`src/rtl/hc194_pkg.sv`:
```
// Shared definitions for the 74HC194 serial transmitter.
//  - Receiver mode codes driven on {S1,S0}.
//  - FSM state encoding for the transmitter.
//  - Helper that maps a shift direction to its receiver mode.
package hc194_pkg;

  localparam logic [1:0] MODE_HOLD = 2'b00;
  localparam logic [1:0] MODE_SHR  = 2'b01;
  localparam logic [1:0] MODE_SHL  = 2'b10;
  localparam logic [1:0] MODE_LOAD = 2'b11;

  typedef enum logic [1:0] {
    ST_IDLE  = 2'b00,
    ST_CLEAR = 2'b01,
    ST_SHIFT = 2'b10,
    ST_DONE  = 2'b11
  } state_t;

  // dir=0 shifts right through Dsr, dir=1 shifts left through Dsl
  function automatic logic [1:0] shift_mode(input logic dir);
    logic [1:0] m;
    if (dir) begin
      m = MODE_SHL;
    end else begin
      m = MODE_SHR;
    end
    return m;
  endfunction

endpackage

```
`src/rtl/hc194_piso_core.sv`:
```
// Parallel-in serial-out core: holds the word being sent plus the count of
// bits emitted during the shift phase.
// Ports:
//  clk, rst_n   clock, async active-low reset
//  load         capture d/dir and clear the bit counter
//  shift        advance the word by one bit (with load: store d pre-advanced)
//  count        increment the bit counter
//  d, dir       word and direction presented for load
//  ser_out      bit currently at the output end of the stored word
//  load_bit     bit that d/dir would send first (used on the accept edge)
//  dir_q        latched direction
//  last         counter has reached WIDTH-1
module hc194_piso_core
  import hc194_pkg::*;
#(
  parameter int WIDTH = 4
) (
  input  logic             clk,
  input  logic             rst_n,
  input  logic             load,
  input  logic             shift,
  input  logic             count,
  input  logic [WIDTH-1:0] d,
  input  logic             dir,
  output logic             ser_out,
  output logic             load_bit,
  output logic             dir_q,
  output logic             last
);

  localparam int CW = (WIDTH > 2) ? $clog2(WIDTH) : 1;

  logic [WIDTH-1:0] shreg_r;
  logic [CW-1:0]    cnt_r;
  logic             dir_r;

  // Right shift of the receiver consumes MSB first, left shift consumes LSB first
  function automatic logic [WIDTH-1:0] advance(input logic [WIDTH-1:0] v, input logic left);
    logic [WIDTH-1:0] r;
    if (left) begin
      r = {1'b0, v[WIDTH-1:1]};
    end else begin
      r = {v[WIDTH-2:0], 1'b0};
    end
    return r;
  endfunction

  // Word, direction and bit-counter registers
  always_ff @(posedge clk or negedge rst_n) begin
    if (!rst_n) begin
      shreg_r <= {WIDTH{1'b0}};
      cnt_r   <= {CW{1'b0}};
      dir_r   <= 1'b0;
    end else if (load) begin
      shreg_r <= shift ? advance(d, dir) : d;
      dir_r   <= dir;
      cnt_r   <= {CW{1'b0}};
    end else begin
      if (shift) begin
        shreg_r <= advance(shreg_r, dir_r);
      end
      if (count) begin
        cnt_r <= cnt_r + CW'(1);
      end
    end
  end

  assign ser_out  = dir_r ? shreg_r[0] : shreg_r[WIDTH-1];
  assign load_bit = dir ? d[0] : d[WIDTH-1];
  assign dir_q    = dir_r;
  assign last     = (cnt_r == CW'(WIDTH - 1));

endmodule

```
`src/rtl/hc194_serial_tx.sv`:
```
// Serial transmitter driving a 74HC194 used as a serial-in receiver on the
// same clock. A word accepted over load_valid/load_ready is optionally
// preceded by a one-cycle receiver clear, then shifted in over WIDTH cycles.
// Ports:
//  CP, CR            clock, async active-low reset
//  D, dir            word and direction, sampled on accept
//  load_valid/ready  producer handshake (ready only in IDLE)
//  abort             cancel a frame in CLEAR or SHIFT
//  S1, S0            receiver mode (never 11)
//  Dsr, Dsl          receiver serial inputs
//  rx_clr_n          receiver clear
//  busy, done        frame in progress / receiver holds the word
module hc194_serial_tx
  import hc194_pkg::*;
#(
  parameter int WIDTH     = 4,
  parameter bit CLR_FIRST = 1'b1
) (
  input  logic             CP,
  input  logic             CR,
  input  logic [WIDTH-1:0] D,
  input  logic             dir,
  input  logic             load_valid,
  output logic             load_ready,
  input  logic             abort,
  output logic             S1,
  output logic             S0,
  output logic             Dsr,
  output logic             Dsl,
  output logic             rx_clr_n,
  output logic             busy,
  output logic             done
);

  state_t     state_r, state_nxt_s;
  logic [1:0] mode_r, mode_nxt_s;
  logic       dsr_r, dsr_nxt_s, dsl_r, dsl_nxt_s;
  logic       clr_n_r, busy_r, done_r, ready_r;
  logic       accept_s, shift_s, count_s, bit_s, dir_sel_s;
  logic       ser_out_s, load_bit_s, dir_q_s, last_s;

  assign accept_s = load_valid & ready_r;

  hc194_piso_core #(.WIDTH(WIDTH)) u_core (
    .clk      (CP),
    .rst_n    (CR),
    .load     (accept_s),
    .shift    (shift_s),
    .count    (count_s),
    .d        (D),
    .dir      (dir),
    .ser_out  (ser_out_s),
    .load_bit (load_bit_s),
    .dir_q    (dir_q_s),
    .last     (last_s)
  );

  // Next-state logic
  always_comb begin
    state_nxt_s = state_r;
    case (state_r)
      ST_IDLE: begin
        if (accept_s) begin
          state_nxt_s = CLR_FIRST ? ST_CLEAR : ST_SHIFT;
        end else begin
          state_nxt_s = ST_IDLE;
        end
      end
      ST_CLEAR: begin
        if (abort) begin
          state_nxt_s = ST_IDLE;
        end else begin
          state_nxt_s = ST_SHIFT;
        end
      end
      ST_SHIFT: begin
        if (abort) begin
          state_nxt_s = ST_IDLE;
        end else if (last_s) begin
          state_nxt_s = ST_DONE;
        end else begin
          state_nxt_s = ST_SHIFT;
        end
      end
      ST_DONE:  state_nxt_s = ST_IDLE;
      default:  state_nxt_s = ST_IDLE;
    endcase
  end

  // Pin values for the coming cycle, derived from the state being entered.
  // On the accept edge the word is not yet in the core, so the first bit
  // and direction come straight from the inputs.
  always_comb begin
    shift_s    = (state_nxt_s == ST_SHIFT);
    count_s    = shift_s && (state_r == ST_SHIFT);
    bit_s      = (state_r == ST_IDLE) ? load_bit_s : ser_out_s;
    dir_sel_s  = (state_r == ST_IDLE) ? dir : dir_q_s;
    mode_nxt_s = MODE_HOLD;
    dsr_nxt_s  = 1'b0;
    dsl_nxt_s  = 1'b0;
    if (shift_s) begin
      mode_nxt_s = shift_mode(dir_sel_s);
      if (dir_sel_s) begin
        dsl_nxt_s = bit_s;
      end else begin
        dsr_nxt_s = bit_s;
      end
    end else begin
      mode_nxt_s = MODE_HOLD;
    end
  end

  // State and output pin registers
  always_ff @(posedge CP or negedge CR) begin
    if (!CR) begin
      state_r <= ST_IDLE;
      mode_r  <= MODE_HOLD;
      dsr_r   <= 1'b0;
      dsl_r   <= 1'b0;
      clr_n_r <= 1'b1;
      busy_r  <= 1'b0;
      done_r  <= 1'b0;
      ready_r <= 1'b1;
    end else begin
      state_r <= state_nxt_s;
      mode_r  <= mode_nxt_s;
      dsr_r   <= dsr_nxt_s;
      dsl_r   <= dsl_nxt_s;
      clr_n_r <= (state_nxt_s != ST_CLEAR);
      busy_r  <= (state_nxt_s != ST_IDLE);
      done_r  <= (state_nxt_s == ST_DONE);
      ready_r <= (state_nxt_s == ST_IDLE);
    end
  end

  assign S1         = mode_r[1];
  assign S0         = mode_r[0];
  assign Dsr        = dsr_r;
  assign Dsl        = dsl_r;
  assign rx_clr_n   = clr_n_r;
  assign busy       = busy_r;
  assign done       = done_r;
  assign load_ready = ready_r;

endmodule

```
`config.mk`:
```
export PLATFORM = sky130hd
export DESIGN_NAME = hc194_serial_tx
export DESIGN_NICKNAME = d
export VERILOG_FILES = /design/src/rtl/hc194_pkg.sv /design/src/rtl/hc194_piso_core.sv /design/src/rtl/hc194_serial_tx.sv
export SDC_FILE = /design/constraint.sdc
export NUM_CORES = 1
export LEC_CHECK = 0
export ABC_AREA = 1
export CORE_MARGIN = 2
export CORE_UTILIZATION = 40
export CTS_BUF_LIST = sky130_fd_sc_hd__clkbuf_8
export CTS_CLUSTER_DIAMETER = 40
export DETAILED_ROUTE_END_ITERATION = 10
export SYNTH_ARGS = -nofsm -noshare
export SYNTH_HDL_FRONTEND = slang
export SYNTH_SLANG_ARGS = --single-unit
```
`constraint.sdc`:
```
create_clock -name CP -period 2.3 [get_ports CP]
set_clock_uncertainty 0.2 [all_clocks]
set_input_delay 0.69 -clock CP [delete_from_list [all_inputs] [get_ports CP]]
set_output_delay 0.69 -clock CP [all_outputs]
set_load 0.005 [all_outputs]
```
* Word level (Yosys, flattened, before mapping)
Index checks and enable logic that the tools add are counted.
** Storage, ports and cells
- Bits in registers :: 17
- Latch bits :: 0
- Bits in writable memories :: 0
- Memory bits (read-only) :: 0
- Bits of input ports :: 9
- Output and inout bits :: 8
- Word-level logic and storage cells :: 48
- Memories kept :: 0
** Cells by class
- $add $sub $neg :: 1
- Multipliers :: 0
- Divide/modulo/power cells :: 0
- Magnitude comparators :: 0
- Equality and inequality tests :: 7
- Shift operators :: 0
- Mux-type cells :: 22
- Bitwise gates (word level) :: 1
- Reductions and logical operators :: 6
** Operator list (number)
- 2-to-1 mux 4 bit :: 5
- 2-to-1 mux 2 bit :: 6
- == test 2 bit (second input constant) :: 5
- 2-to-1 mux 1 bit :: 10
- case mux 2 bit (4 select lines) :: 1
- nonzero test 2 bit :: 3
- zero test 2 bit :: 2
- adder 2 x 1 -> 2 bit (second input constant) :: 1
- == test 2 x 1 -> 1 bit (second input constant) :: 1
- inequality test 2 x 1 -> 1 bit (second input constant) :: 1
- AND 1 bit :: 1
- logical AND 1 bit :: 1

* Logic depth before layout (Yosys ltp)
- Depth in word-level cells :: 8
- Mapped depth :: 8
- Depth with buffers taken out :: 7

* Modules after synthesis
A second synthesis with hierarchy kept.
** Unflattened totals
- Cells, all modules :: 122
- Area, all modules :: 907.1 um^2
** By module, submodules not included
- hc194_piso_core :: instances 1, cells each 75, area an instance 479.2 um^2, sequential area each 175.2 um^2
- hc194_serial_tx :: instances 1, cells each 47, area an instance 427.9 um^2, sequential area each 252.7 um^2

* Worst setup path after synthesis
No wires, ideal clock.
- Path kind :: in2reg
- From :: input load_valid
- To :: register u_core.shreg_r[2]
- Library setup time :: 0.071 ns
- Arrival time :: 1.308 ns
- Required time :: 2.029 ns
- Path slack :: 0.720 ns
- Cell stages on the path :: 7
- Path buffers :: 0
- Cells stage by stage :: nand2_1 clkinv_1 a21oi_1 o21ai_0 nand2_1 nor2_1 nor2_1
** Between the ends
- Word-level cells in the longest chain between the ends :: 6
- Elaborated cells between the ends (all ways) :: 7
- Classes of those cells :: 1 x eq/ne; 4 x mux; 1 x bitwise; 1 x reduce/logical
** RTL lines
- from (decl) :: line hc194_serial_tx.sv:23 : input logic load_valid,
- AND 1 bit (*) :: line hc194_serial_tx.sv:42 : assign accept_s = load_valid & ready_r;
- 2-to-1 mux 1 bit :: line hc194_serial_tx.sv:63 : if (accept_s) begin
- case mux 2 bit (4 select lines) :: line hc194_serial_tx.sv:61 : case (state_r)
- == test 2 bit :: line hc194_serial_tx.sv:94 : shift_s = (state_nxt_s == ST_SHIFT);
- 2-to-1 mux 4 bit :: line hc194_piso_core.sv:55 : shreg_r <= shift ? advance(d, dir) : d;
- 2-to-1 mux 4 bit :: line hc194_piso_core.sv:54 : end else if (load) begin
- to (signal assigned) :: line hc194_piso_core.sv:51 : shreg_r <= {WIDTH{1'b0}};
- to (signal assigned) :: line hc194_piso_core.sv:55
- to (signal assigned) :: line hc194_piso_core.sv:60 : shreg_r <= advance(shreg_r, dir_r);
- to (decl) :: line hc194_piso_core.sv:33 : logic [WIDTH-1:0] shreg_r;
Every way passes the cells marked *; elsewhere a longest branch is shown, timed or not.
A chain may end at the register's enable or synchronous reset.

* Worst setup path in the final report
- From :: register ready_r (netlist: load_ready)
- To :: output load_ready
** RTL lines
- from (decl) :: line hc194_serial_tx.sv:38 : logic clr_n_r, busy_r, done_r, ready_r;
- from (signal assigned) :: line hc194_serial_tx.sv:132 : ready_r <= (state_nxt_s == ST_IDLE);
- to (decl) :: line hc194_serial_tx.sv:24 : output logic load_ready,
No word-level cell between the ends.

==> metrics.txt <==
first-pass iteration count of the detailed router=4; Sequential Area=between 400 and 500 sq um; number of buffers added on ports=16; Max-cap violations=0; Starting Density=0.430; count of unique library cells instantiated by Yosys=23; path type of the worst setup path=reg -> out; sequential fraction of the synthesis area=0.502; time the worst path needs with I/O delays and setup=2.17 ns; fin area=1100 sq um; area occupied by multi-input gates=340 sq um; final weighted congestion in routability-driven placement=slightly below 0.9; power per cell area=about 1100 nW/um^2; post-synthesis cell count=107; number of buffers inserted during clock tree synthesis=3; master cell of the clock root buffer=sky130_fd_sc_hd__clkbuf_8; average cell area after synthesis=7.96 sq um; highest-count cells in the layout ignoring fill and taps=19 x sky130_fd_sc_hd__nand2_1, 17 x sky130_fd_sc_hd__inv_1, 16 x sky130_fd_sc_hd__nor2_1, 16 x sky130_fd_sc_hd__clkdlybuf4s50_1, 15 x sky130_fd_sc_hd__dfrtp_1; number of gates given a new drive strength after cts=0; H-tree lvl count=1; Core Region=slightly below 2000 sq um; all-layer global routing usage=0.157; worst reg-to-reg setup slack=0.69 ns; worst r2r src=u_core.cnt_r[0]$_DFFE_PN0P_; RSZ-0062 raised after global routing=no; number of max-slew violations in the final report=0; master of the slowest instance on the critical path=sky130_fd_sc_hd__dfstp_2; wirelength, routed=1660 um; growth of design area from synthesis to finish=28.8%; worst path buffer plus inverter count=1; worst skew pair latency=~0.25 ns; Worst IR Drop VDD=slightly above 0.8 mV; number of antenna violations at the first check in global routing=0; Post-Route Hold Slack=0.320 ns; Arrival @ worst endpoint=1.28 ns; count of hold-fix buffers inserted at cts=0; status=finished, final reports clean; leading cell type in the layout, fill and taps excluded=sky130_fd_sc_hd__nand2_1; Post-Synthesis Cell Area=852 sq um; global route overflow=0; via count=730; DIE HEIGHT=~50 um; Initial DRC Count=10; setup TNS=0 ns; worst r2r path cells=5; boundary pin count=17; per-cell routed wire length=10.7 um; standard-cell row count=16; pin count of the biggest net entering global routing=18; instance area at placement=1050 sq um; FILL cells=185; final setup violating endpoints=0; instance count along the most critical hold path=2; Die X=50.2 um; remaining antenna violation count after routing=0; CP delay by family, top=flip-flops; static leakage power=about 0.56 nW; ratio of final minimum period to clock period=0.941; Hold Path Origin=u_core.cnt_r[1]$_DFFE_PN0P_; CTS tree=yes; worst path cell trace=clkdlybuf4s50_1; Hold Path End=u_core.cnt_r[1]$_DFFE_PN0P_; # diodes=0; DRC errors left=0; slew of the pin with the lowest slew margin=between 0.2 and 0.3 ns; Peak Freq=approximately 460 MHz; startpoint type of the worst setup path=flop; worst reg2reg endpoint=Dsl$_DFF_PN0_; tightest slew margin relative to the limit=0.823; HPWL Detailed=around 1300 um; number of nets in the synthesized netlist=117; Die Area=2520 sq um; CTS max path bufs=2; vias in the first global route=703; CP max stage delay=0.53 ns; Min-Delay Path Class=reg -> reg; CP max FO=2; Yosys reg bits=17; critical path capture point type=output pin; clock-pin slew of the registers on the worst-case setup and hold paths=0.06 ns; required time at the endpoint of the critical path=between 1 and 1.5 ns; detailed-route vias per instance=4.71; number of hold violations in the final report=0; # nets final=about 140; fraction of final layout cells sized beyond drive strength 1=0.109; number of clock sinks=17; global-route wire length before repair=2970 um; yosys warns=0; Post-CTS Repair Setup Buffers=0
-- per-layer routing --
layer,vias to the layer above,routed length (um),global-route usage
met3,4,103,0.0476
met4,0,21,0.0417
met2,23,795,0.270
met5,-,0,0
li1,380,-,-
met1,323,736,0.190
-- registers in the layout (all words and copies together), names as in the netlist, 2 cells and up --
name and count:
u_core.shreg_r 4, mode_r 2, state_r 2, u_core.cnt_r 2
-- area by class of cell --
cell class,instances,share of cell area
clock buffer,3,0.0376
clock inverter,1,0.00342
inverter,18,0.0616
multi-input combinational,70,0.310
sequential,17,0.390
tap,27,0.0308
timing repair buffer,19,0.166
-- where the power goes --
group / switching (W) / leakage (nW) / internal [W]
Combinational: 0.000268 / 0.318 / 0.000227
Sequential: 0.0000804 / 0.210 / 0.000420
Clock: 0.0000916 / 0.0269 / 0.000118
-- worst max-delay path by stage --
| stage | endpoint | from | cells past startpoint |
|---|---|---|---|
| final | load_ready | load_ready$_DFF_PN1_ | 1 |
| after global routing | load_ready | load_ready$_DFF_PN1_ | 1 |
| after floorplan | u_core.shreg_r[2]$_DFFE_PN0P_ | load_valid | 7 |
| after detailed placement | u_core.shreg_r[2]$_DFFE_PN0P_ | load_valid | 8 |
| after global placement | u_core.shreg_r[2]$_DFFE_PN0P_ | load_valid | 8 |
| after CTS | load_ready | load_ready$_DFF_PN1_ | 1 |
-- synthesized netlist by cell type --
library cell	count	area, sq um
sky130_fd_sc_hd__inv_1	16	60.1
sky130_fd_sc_hd__buf_2	1	5.00
sky130_fd_sc_hd__buf_6	1	11.3
sky130_fd_sc_hd__o31ai_1	1	7.51
sky130_fd_sc_hd__nor2_2	1	6.26
sky130_fd_sc_hd__dfrtp_1	15	375
sky130_fd_sc_hd__o211ai_1	1	7.51
sky130_fd_sc_hd__or2_2	1	6.26
sky130_fd_sc_hd__a21oi_1	9	45.0
sky130_fd_sc_hd__nand3_2	2	20.0
sky130_fd_sc_hd__or2_1	1	6.26
sky130_fd_sc_hd__o21bai_1	1	7.51
sky130_fd_sc_hd__nor2_1	16	60.1
sky130_fd_sc_hd__nand3_1	4	20.0
sky130_fd_sc_hd__nand2_2	1	6.26
sky130_fd_sc_hd__nand4_1	1	6.26
sky130_fd_sc_hd__inv_2	1	3.75
sky130_fd_sc_hd__nand2_1	19	71.3
sky130_fd_sc_hd__o21ai_0	10	50.1
sky130_fd_sc_hd__clkinv_1	1	3.75
sky130_fd_sc_hd__ha_1	1	12.5
sky130_fd_sc_hd__o21a_1	1	7.51
sky130_fd_sc_hd__dfstp_2	2	52.6
-- per-stage QoR --
step	util	setup WS [ns]	std cells	total power (W)
2_1_floorplan	-	0.720	107	0.000820
3_3_place_gp	0.531	0.119	151	0.000995
3_5_place_dp	0.531	0.0918	151	0.00100
4_1_cts	0.554	0.125	155	0.00122
5_1_grt	0.554	0.102	155	0.00132
6_report	0.554	0.135	155	0.00120
-- kinds of logic after synthesis --
group                    synth area share
adder cells (fa/ha/maj)            0.0147
flip-flops                          0.502
AO/OA/AOI/OAI                       0.147
AND/OR/NAND/NOR                     0.238
buffers and inverters              0.0984
(Power assumes the default switching activity.)
